<file path="config.mk">
export PLATFORM = sky130hd
export DESIGN_NAME = multicycle_ctrl
export DESIGN_NICKNAME = d
export VERILOG_FILES = /design/src/rtl/multicycle_ctrl.sv
export SDC_FILE = /design/constraint.sdc
export NUM_CORES = 1
export LEC_CHECK = 0
export BUFFER_PORTS_ARGS = -buffer_cell sky130_fd_sc_hd__buf_2
export CAP_MARGIN = 20
export CORE_UTILIZATION = 46
export DETAILED_ROUTE_END_ITERATION = 10
export PLACE_DENSITY = 0.84
export SYNTH_ARGS = -nofsm -noshare
export SYNTH_HDL_FRONTEND = slang
export SYNTH_SLANG_ARGS = --single-unit
export TNS_END_PERCENT = 5
</file>
<file path="constraint.sdc">
create_clock -name clk -period 1.9 [get_ports clk]
set_input_delay 0.38 -clock clk [delete_from_list [all_inputs] [get_ports clk]]
set_output_delay 0.38 -clock clk [all_outputs]
set_load 0.02 [all_outputs]
</file>
<file path="src/rtl/multicycle_ctrl.sv">
// multicycle_ctrl: fetch/decode/exec/mem/wb sequencer for the 16-bit RISC datapath.
// Build option: define CTRL_ILLEGAL_HALT_EN to trap undecodable opcodes in HALT.
module multicycle_ctrl #(
  parameter int WIDTH   = 16,
  parameter int ST_BITS = 3
) (
  input  logic               clk,
  input  logic               rst,
  input  logic               run,
  input  logic [WIDTH-1:0]   opcode,
  output logic               MemWrite,
  output logic               IRWrite,
  output logic               Imm_5or8,
  output logic               RegWrite,
  output logic               OutREn,
  output logic               Branch,
  output logic               PSWEn,
  output logic               PCWrite,
  output logic               IorD,
  output logic               RegDst,
  output logic               LLorLH,
  output logic               ALUSrcA,
  output logic               JAorJR,
  output logic [1:0]         ALUop,
  output logic [1:0]         MemtoReg,
  output logic [1:0]         ALUSrcB,
  output logic [1:0]         PCSrc,
  output logic [ST_BITS-1:0] state,
  output logic               illegal
);

  typedef enum logic [ST_BITS-1:0] {
    IDLE   = 0,
    FETCH  = 1,
    DECODE = 2,
    EXEC   = 3,
    MEM    = 4,
    WB     = 5,
    HALT   = 6
  } state_t;

  state_t cur, nxt, done_nxt;

  logic [4:0] op;
  logic [1:0] func;
  logic is_alu, is_lhi, is_lli, is_ldri, is_ldrr, is_stri, is_strr, is_cmp;
  logic is_addi, is_subi, is_mov, is_jmp, is_b, is_out;
  logic is_ldr, is_str, imm5_op, known;
  logic       ex_srca;
  logic [1:0] ex_srcb, ex_aluop;
  logic       unused_opcode_bits;

  assign op   = opcode[15:11];
  assign func = opcode[1:0];
  assign unused_opcode_bits = ^opcode[10:2];

  assign is_alu  = (op == 5'b00000);
  assign is_lhi  = (op == 5'b00001);
  assign is_lli  = (op == 5'b00010);
  assign is_ldri = (op == 5'b00011);
  assign is_ldrr = (op == 5'b00100);
  assign is_stri = (op == 5'b00101);
  assign is_strr = (op == 5'b00110) && (func == 2'b00);
  assign is_cmp  = (op == 5'b00110) && (func == 2'b01);
  assign is_addi = (op == 5'b00111);
  assign is_subi = (op == 5'b01000);
  assign is_mov  = (op == 5'b01011);
  assign is_jmp  = (op == 5'b10000);
  assign is_b    = (op == 5'b11000) || (op == 5'b11001);
  assign is_out  = (op == 5'b11100);

  assign is_ldr  = is_ldri | is_ldrr;
  assign is_str  = is_stri | is_strr;
  assign imm5_op = is_addi | is_subi | is_ldri | is_stri;
  assign known   = is_alu | is_lhi | is_lli | is_ldr | is_str | is_cmp |
                   is_addi | is_subi | is_mov | is_jmp | is_b | is_out;

  // ALU operand/op selects shared by EXEC and MEM (MEM holds the address calc).
  assign ex_srca  = is_alu | is_addi | is_subi | is_mov | is_ldr | is_str;
  assign ex_srcb  = imm5_op ? 2'b10 : (is_mov ? 2'b11 : 2'b00);
  assign ex_aluop = (is_subi | is_cmp) ? 2'b10 : (is_alu ? func : 2'b00);

  // End of an instruction: dropping run parks the FSM in IDLE instead of refetching.
  assign done_nxt = run ? FETCH : IDLE;
  assign state    = cur;

  always_ff @(posedge clk) begin
    if (rst) cur <= IDLE;
    else     cur <= nxt;
  end

  always_comb begin
    nxt      = cur;
    MemWrite = 1'b0;
    IRWrite  = 1'b0;
    Imm_5or8 = 1'b0;
    RegWrite = 1'b0;
    OutREn   = 1'b0;
    Branch   = 1'b0;
    PSWEn    = 1'b0;
    PCWrite  = 1'b0;
    IorD     = 1'b0;
    RegDst   = 1'b0;
    LLorLH   = 1'b0;
    ALUSrcA  = 1'b0;
    JAorJR   = 1'b0;
    ALUop    = 2'b00;
    MemtoReg = 2'b00;
    ALUSrcB  = 2'b00;
    PCSrc    = 2'b00;
    illegal  = 1'b0;
    if (!rst) begin
      case (cur)
        IDLE: if (run) nxt = FETCH;
        FETCH: begin
          ALUSrcB = 2'b01;
          PCWrite = 1'b1;
          IRWrite = 1'b1;
          nxt     = DECODE;
        end
        DECODE: begin
          RegDst = is_lhi | is_str;
          if (is_b) begin
            ALUSrcB  = 2'b10;
            Imm_5or8 = 1'b1;
          end
          if (is_lli | is_lhi) nxt = WB;
          else if (known)      nxt = EXEC;
          else begin
            illegal = 1'b1;
`ifdef CTRL_ILLEGAL_HALT_EN
            nxt = HALT;
`else
            nxt = done_nxt;
`endif
          end
        end
        EXEC: begin
          ALUSrcA = ex_srca;
          ALUSrcB = ex_srcb;
          ALUop   = ex_aluop;
          PSWEn   = is_alu | is_cmp;
          OutREn  = is_out;
          if (is_jmp) begin
            PCSrc   = 2'b10;
            PCWrite = 1'b1;
          end
          if (is_b) begin
            PCSrc  = 2'b01;
            Branch = 1'b1;
          end
          if (is_ldr | is_str)                        nxt = MEM;
          else if (is_alu | is_addi | is_subi | is_mov) nxt = WB;
          else                                          nxt = done_nxt;
        end
        MEM: begin
          IorD    = 1'b1;
          ALUSrcA = ex_srca;
          ALUSrcB = ex_srcb;
          ALUop   = ex_aluop;
          if (is_str) begin
            MemWrite = 1'b1;
            RegDst   = 1'b1;
            nxt      = done_nxt;
          end else begin
            nxt = WB;
          end
        end
        WB: begin
          RegWrite = 1'b1;
          MemtoReg = is_ldr ? 2'b01 : ((is_lli | is_lhi) ? 2'b10 : 2'b00);
          LLorLH   = is_lhi;
          nxt      = done_nxt;
        end
        HALT: begin
`ifdef CTRL_ILLEGAL_HALT_EN
          illegal = 1'b1;
          nxt     = HALT;
`else
          nxt = IDLE;
`endif
        end
        default: nxt = IDLE;
      endcase
    end
  end

endmodule

</file>
Word level (Yosys, flattened, before mapping)
Cells that the tools add are included.

Magnitude comparators: 0. $mul: 0. Add/sub/neg operators: 0. Equal/unequal tests: 20. Muxes and demuxes: 56. Div/mod/pow operators: 0. Bitwise logic cells: 26. Reduce and logical (&&, ||, !) cells: 7. Shift-type cells: 0.

Operator list (count): 2-to-1 mux 2 bit (17); 2-to-1 mux 1 bit (30); OR 1 bit (26); == test 5 x 3 -> 1 bit (second input constant) (4); == test 5 bit (second input constant) (4); case mux 3 bit (6 select lines) (1); 2-to-1 mux 3 bit (5); == test 5 x 2 -> 1 bit (second input constant) (2); == test 5 x 4 -> 1 bit (second input constant) (2); == test 3 x 2 -> 1 bit (second input constant) (2); == test 3 bit (second input constant) (2); case mux 2 bit (3 select lines) (1); == test 5 x 1 -> 1 bit (second input constant) (1); zero test 5 bit (1); case mux 1 bit (2 select lines) (2); == test 3 x 1 -> 1 bit (second input constant) (1); zero test 3 bit (1); == test 2 x 1 -> 1 bit (second input constant) (1); logical AND 1 bit (2); zero test 2 bit (1); inequality test 2 bit (second input constant) (1); OR reduction 2 bit (1); logical OR 1 bit (1).

Memories: 0. Logic and storage cells: 110. RAM bits: 0. ROM bits: 0. Output and inout port bits: 25. Latch bits: 0. Flip-flop bits (word level): 3.

Depth between registers and ports, before layout
Word-level depth: 16. Depth in mapped cells: 6. Mapped depth without buffers: 5.

Least setup slack after synthesis
OpenSTA, ideal clock, no wires.

Path type: reg2out. Start: reg cur[1], in the netlist state[1]. End: out PCSrc[0]. Cell stages (with the launch flop): 6. Arrival time: 1.732 ns. Path buffers: 2. Slack: -0.212 ns. Cells stage by stage: dfxtp_1 -> buf_2 -> and2b_1 -> nand2_1 -> nor3_1 -> buf_4.

Cells in the longest elaborated chain, start to end: 3.

Ends and longest elaborated chain: start, declared (RTL line 42) `state_t cur, nxt, done_nxt;`; start signal, assigned (RTL line 89) `else cur <= nxt;`; == test 3 x 2 -> 1 bit (RTL line 113) `case (cur)`; 2-to-1 mux 2 bit (RTL line 113); 2-to-1 mux 2 bit (RTL line 112) `if (!rst) begin`; end, declared (RTL line 27) `output logic [1:0] PCSrc,`.

Every way passes these cells.

Final worst setup path
Start: reg cur[1], in the netlist state[1]. End: out ALUSrcB[1].

Cells in the longest elaborated chain, start to end: 4. Elaborated cells between the ends (all ways): 7. Classes of those cells: 4 x eq/ne; 2 x mux; 1 x reduce/logical.

Ends and longest elaborated chain: == test 3 bit or == test 3 x 2 -> 1 bit (tied branches) (RTL line 113); OR reduction 2 bit (no source line); case mux 2 bit (3 select lines) * (RTL line 113); 2-to-1 mux 2 bit * (RTL line 112); end, declared (RTL line 26) `output logic [1:0] ALUSrcB,`.

Mark *: on every way between the ends. The rest lies on a longest branch, timed or not.

==> results.sh <==
export IMPL_wl_per_cell_um=13.88
export IMPL_cts_buffer_depth=2
export IMPL_synthFlopType="dfxtp_1"
export IMPL_largest_reg_flops=3
export IMPL_tritoncts="yes"
export IMPL_path_clk_slew_ns=0.04
export IMPL_grt_busiest_layer="met2"
export IMPL_leakage_nw=0.4985
export IMPL_die_area_um2=1803
export IMPL_dp_final_hpwl_um=1639
export IMPL_end_kind="output port"
export IMPL_maxCapViolCount=0
export IMPL_violations="setup timing"
export IMPL_grt_util_met3_pct=6.466
export IMPL_synth_avg_cell_area_um2=6.493
export IMPL_ir_drop_v=0.0003947
export IMPL_clock_sinks=3
export IMPL_drive_above_1_share_pct=50.96
export IMPL_skew_ns=0.0002914
export IMPL_fillerInstances=116
export IMPL_antenna_cells=0
export IMPL_worstHoldPathType="register to register"
export IMPL_final_area_um2=1116
export IMPL_grt_use_met1_pct=32.56
export IMPL_vias=1005
export IMPL_path_class="register to output port"
export IMPL_required_ns=1.52
export IMPL_synth_edf_count=0
export IMPL_cts_made_buffers=3
export IMPL_grt_first_pass_wirelength_um=3353
export IMPL_hold_viol_final=0
export IMPL_initial_core_util_pct=49.43
export IMPL_synth_area_um2=753.2
export IMPL_groute_layer_met2_usage_pct=36.00
export IMPL_max_freq_mhz=525.1
export IMPL_htreeDepth=1
export IMPL_track_usage_pct=23.28
export IMPL_finalMaxSlewViolations=0
export IMPL_drtAntennaViolNets=0
export IMPL_grt_max_degree=13
export IMPL_die_y_um=42.47
export IMPL_post_drt_via_cell_ratio=5.809
export IMPL_syn_inst=116
export IMPL_drc=0
export IMPL_io_pins=44
export IMPL_cts_hold_buf=0
export IMPL_core_um2=1524
export IMPL_routed_wl_um=2401
export IMPL_place_congestion=0.8975
export IMPL_nets=177
export IMPL_hold_start="state[2]"
export IMPL_worstPathMaxFanout=7
export IMPL_synth_cell_type_count=45
export IMPL_io_buffers=33
export IMPL_critPathLaunchType="register"
export IMPL_grt_ovfl_total=0
export IMPL_final_util_pct=73.23
export IMPL_grt_setup_unrepaired="yes"
export IMPL_fin_crit_ns=1.905
export IMPL_synthToLayoutAreaGrowth_pct=48.17
export IMPL_r2r_start="state[2]"
export IMPL_setup_violations=1
export IMPL_yosys_register_bits=3
export IMPL_synth_seq_area_share_pct=7.973
export IMPL_synthArstFlopShare_pct=0
export IMPL_rows=14
export IMPL_antenna_found_initial=0
export IMPL_fin_ws_ns=-0.004547
export IMPL_firstDrtPassIters=4
export IMPL_status="finished with violations"
export IMPL_clkLatencyLatePin_ns=0.24
export IMPL_crit_arrival_ns=1.52
export IMPL_ys_warn_count=0
export IMPL_p_per_area_nw_per_um2=343.3
export IMPL_placed_area_um2=975.9
export IMPL_crit_path_start="state[1]"
export IMPL_grt_pass1_vias=786
export IMPL_timing_final_crit_share_pct=100.2
export IMPL_cts_root_buf="clkbuf_4"
export IMPL_drtIter0Drc=33
export IMPL_syn_nets=135
export IMPL_dieWidth_um=42.47
[cell type report]
type,count,area [µm²],share of cell area (%)
Multi-Input combinational cell,99,691.9,62.00
Inverter,4,15.01,1.345
Timing Repair Buffer,47,294.0,26.35
Clock buffer,4,26.28,2.354
Sequential cell,3,68.82,6.166
Tap cell,16,20.02,1.794
[cells by family after synthesis]
| group | synth area share [%] |
|---|---|
| other | 0.4979 |
| AOI/OAI and AO/OA | 31.06 |
| and+or+nand+nor | 48.34 |
| buffers and inverters | 10.63 |
| DFF | 7.974 |
| muxes | 1.495 |
[cell usage in the layout, fill, tap and decap left out, drive strengths merged, types with 2 or more instances in the layout]
cell type / count
a21boi: 2
a21oi: 11
a2bb2oi: 2
a31oi: 2
and2: 2
buf: 45
clkbuf: 6
dfxtp: 3
inv: 3
nand2: 12
nand2b: 4
nand3: 2
nor2: 11
nor2b: 6
nor3: 12
nor3b: 3
nor4: 3
o211ai: 4
o21ai: 5
o21bai: 2
[power by group]
part	leakage (nW)	total [mW]	internal, mW	switching, mW
sequential	0.0264	0.0748	0.0672	0.00767
clock	0.0150	0.117	0.0790	0.0380
combinational	0.457	0.191	0.0775	0.114
total	0.498	0.383	0.224	0.159
[routing by layer]
metal  part of all wire, %  vias to the layer above
met2                    47                       41
met3                   5.2                        4
met5                     0                        -
li1                      -                      498
met1                    47                      462
met4                   1.4                        0
[synthesized netlist by cell type (2+ instances only)]
master     number  area share (%)
nor3_1          9             6.0
a2bb2oi_1       2             2.3
nor3b_1         2             2.0
a21boi_1        2             2.0
o21ai_1         2             1.3
nand3_1         2             1.3
buf_2           4             2.7
nand2b_1        4             3.3
nor3_2          3             4.0
nor2_1         11             5.5
o211ai_1        3             3.0
a31oi_1         2             1.7
buf_4           4             4.0
nor4_1          2             1.7
dfxtp_1         3             8.0
o21bai_1        2             2.0
a21oi_1        10             6.6
nor2b_1         6             5.0
o21ai_0         3             2.0
inv_1           3             1.5
and2_1          2             1.7
nand2_1        12             6.0
[worst paths after layout]
path / end / cells after the start / slack, ns
setup / recovery: ALUSrcB[1] / 6 / -0.005
hold / removal: state[1] / 1 / 0.48
setup reg to reg: state[2] / 5 / 0.60
hold reg to reg: state[1] / 1 / 0.48
[worst max-delay path: stages, from the launching register on]
cell     delay (ns)
dfxtp_2        0.34
buf_4          0.16
nor3b_4        0.26
buf_4          0.16
o21ai_1        0.06
a21oi_1        0.14
buf_4          0.16
[metrics by stage]
| step | power [mW] | setup WS [ns] | setup TNS [ns] | hold WS [ns] | instances |
|---|---|---|---|---|---|
| detailed placement | 0.2424 | -0.005309 | -0.005309 | 0.5923 | 168 |
| CTS | 0.3601 | -0.07290 | -0.1302 | 0.4852 | 172 |
| global placement | 0.2380 | 0.07197 | 0 | 0.5870 | 168 |
| floorplan | 0.1891 | -0.1028 | -0.2534 | 0.5876 | 116 |
| global route | 0.4051 | -0.07999 | -0.2929 | 0.5053 | 173 |
| finish | 0.3832 | -0.004547 | -0.004547 | 0.4833 | 173 |
[timing repair]
item | 4_1_cts | 5_1_grt
setup endpoints to repair | 12 | 17
buffers inserted | 0 | 1
gates resized for setup | 7 | 26
pin swaps | 0 | 5
(Power assumes the default switching activity.)
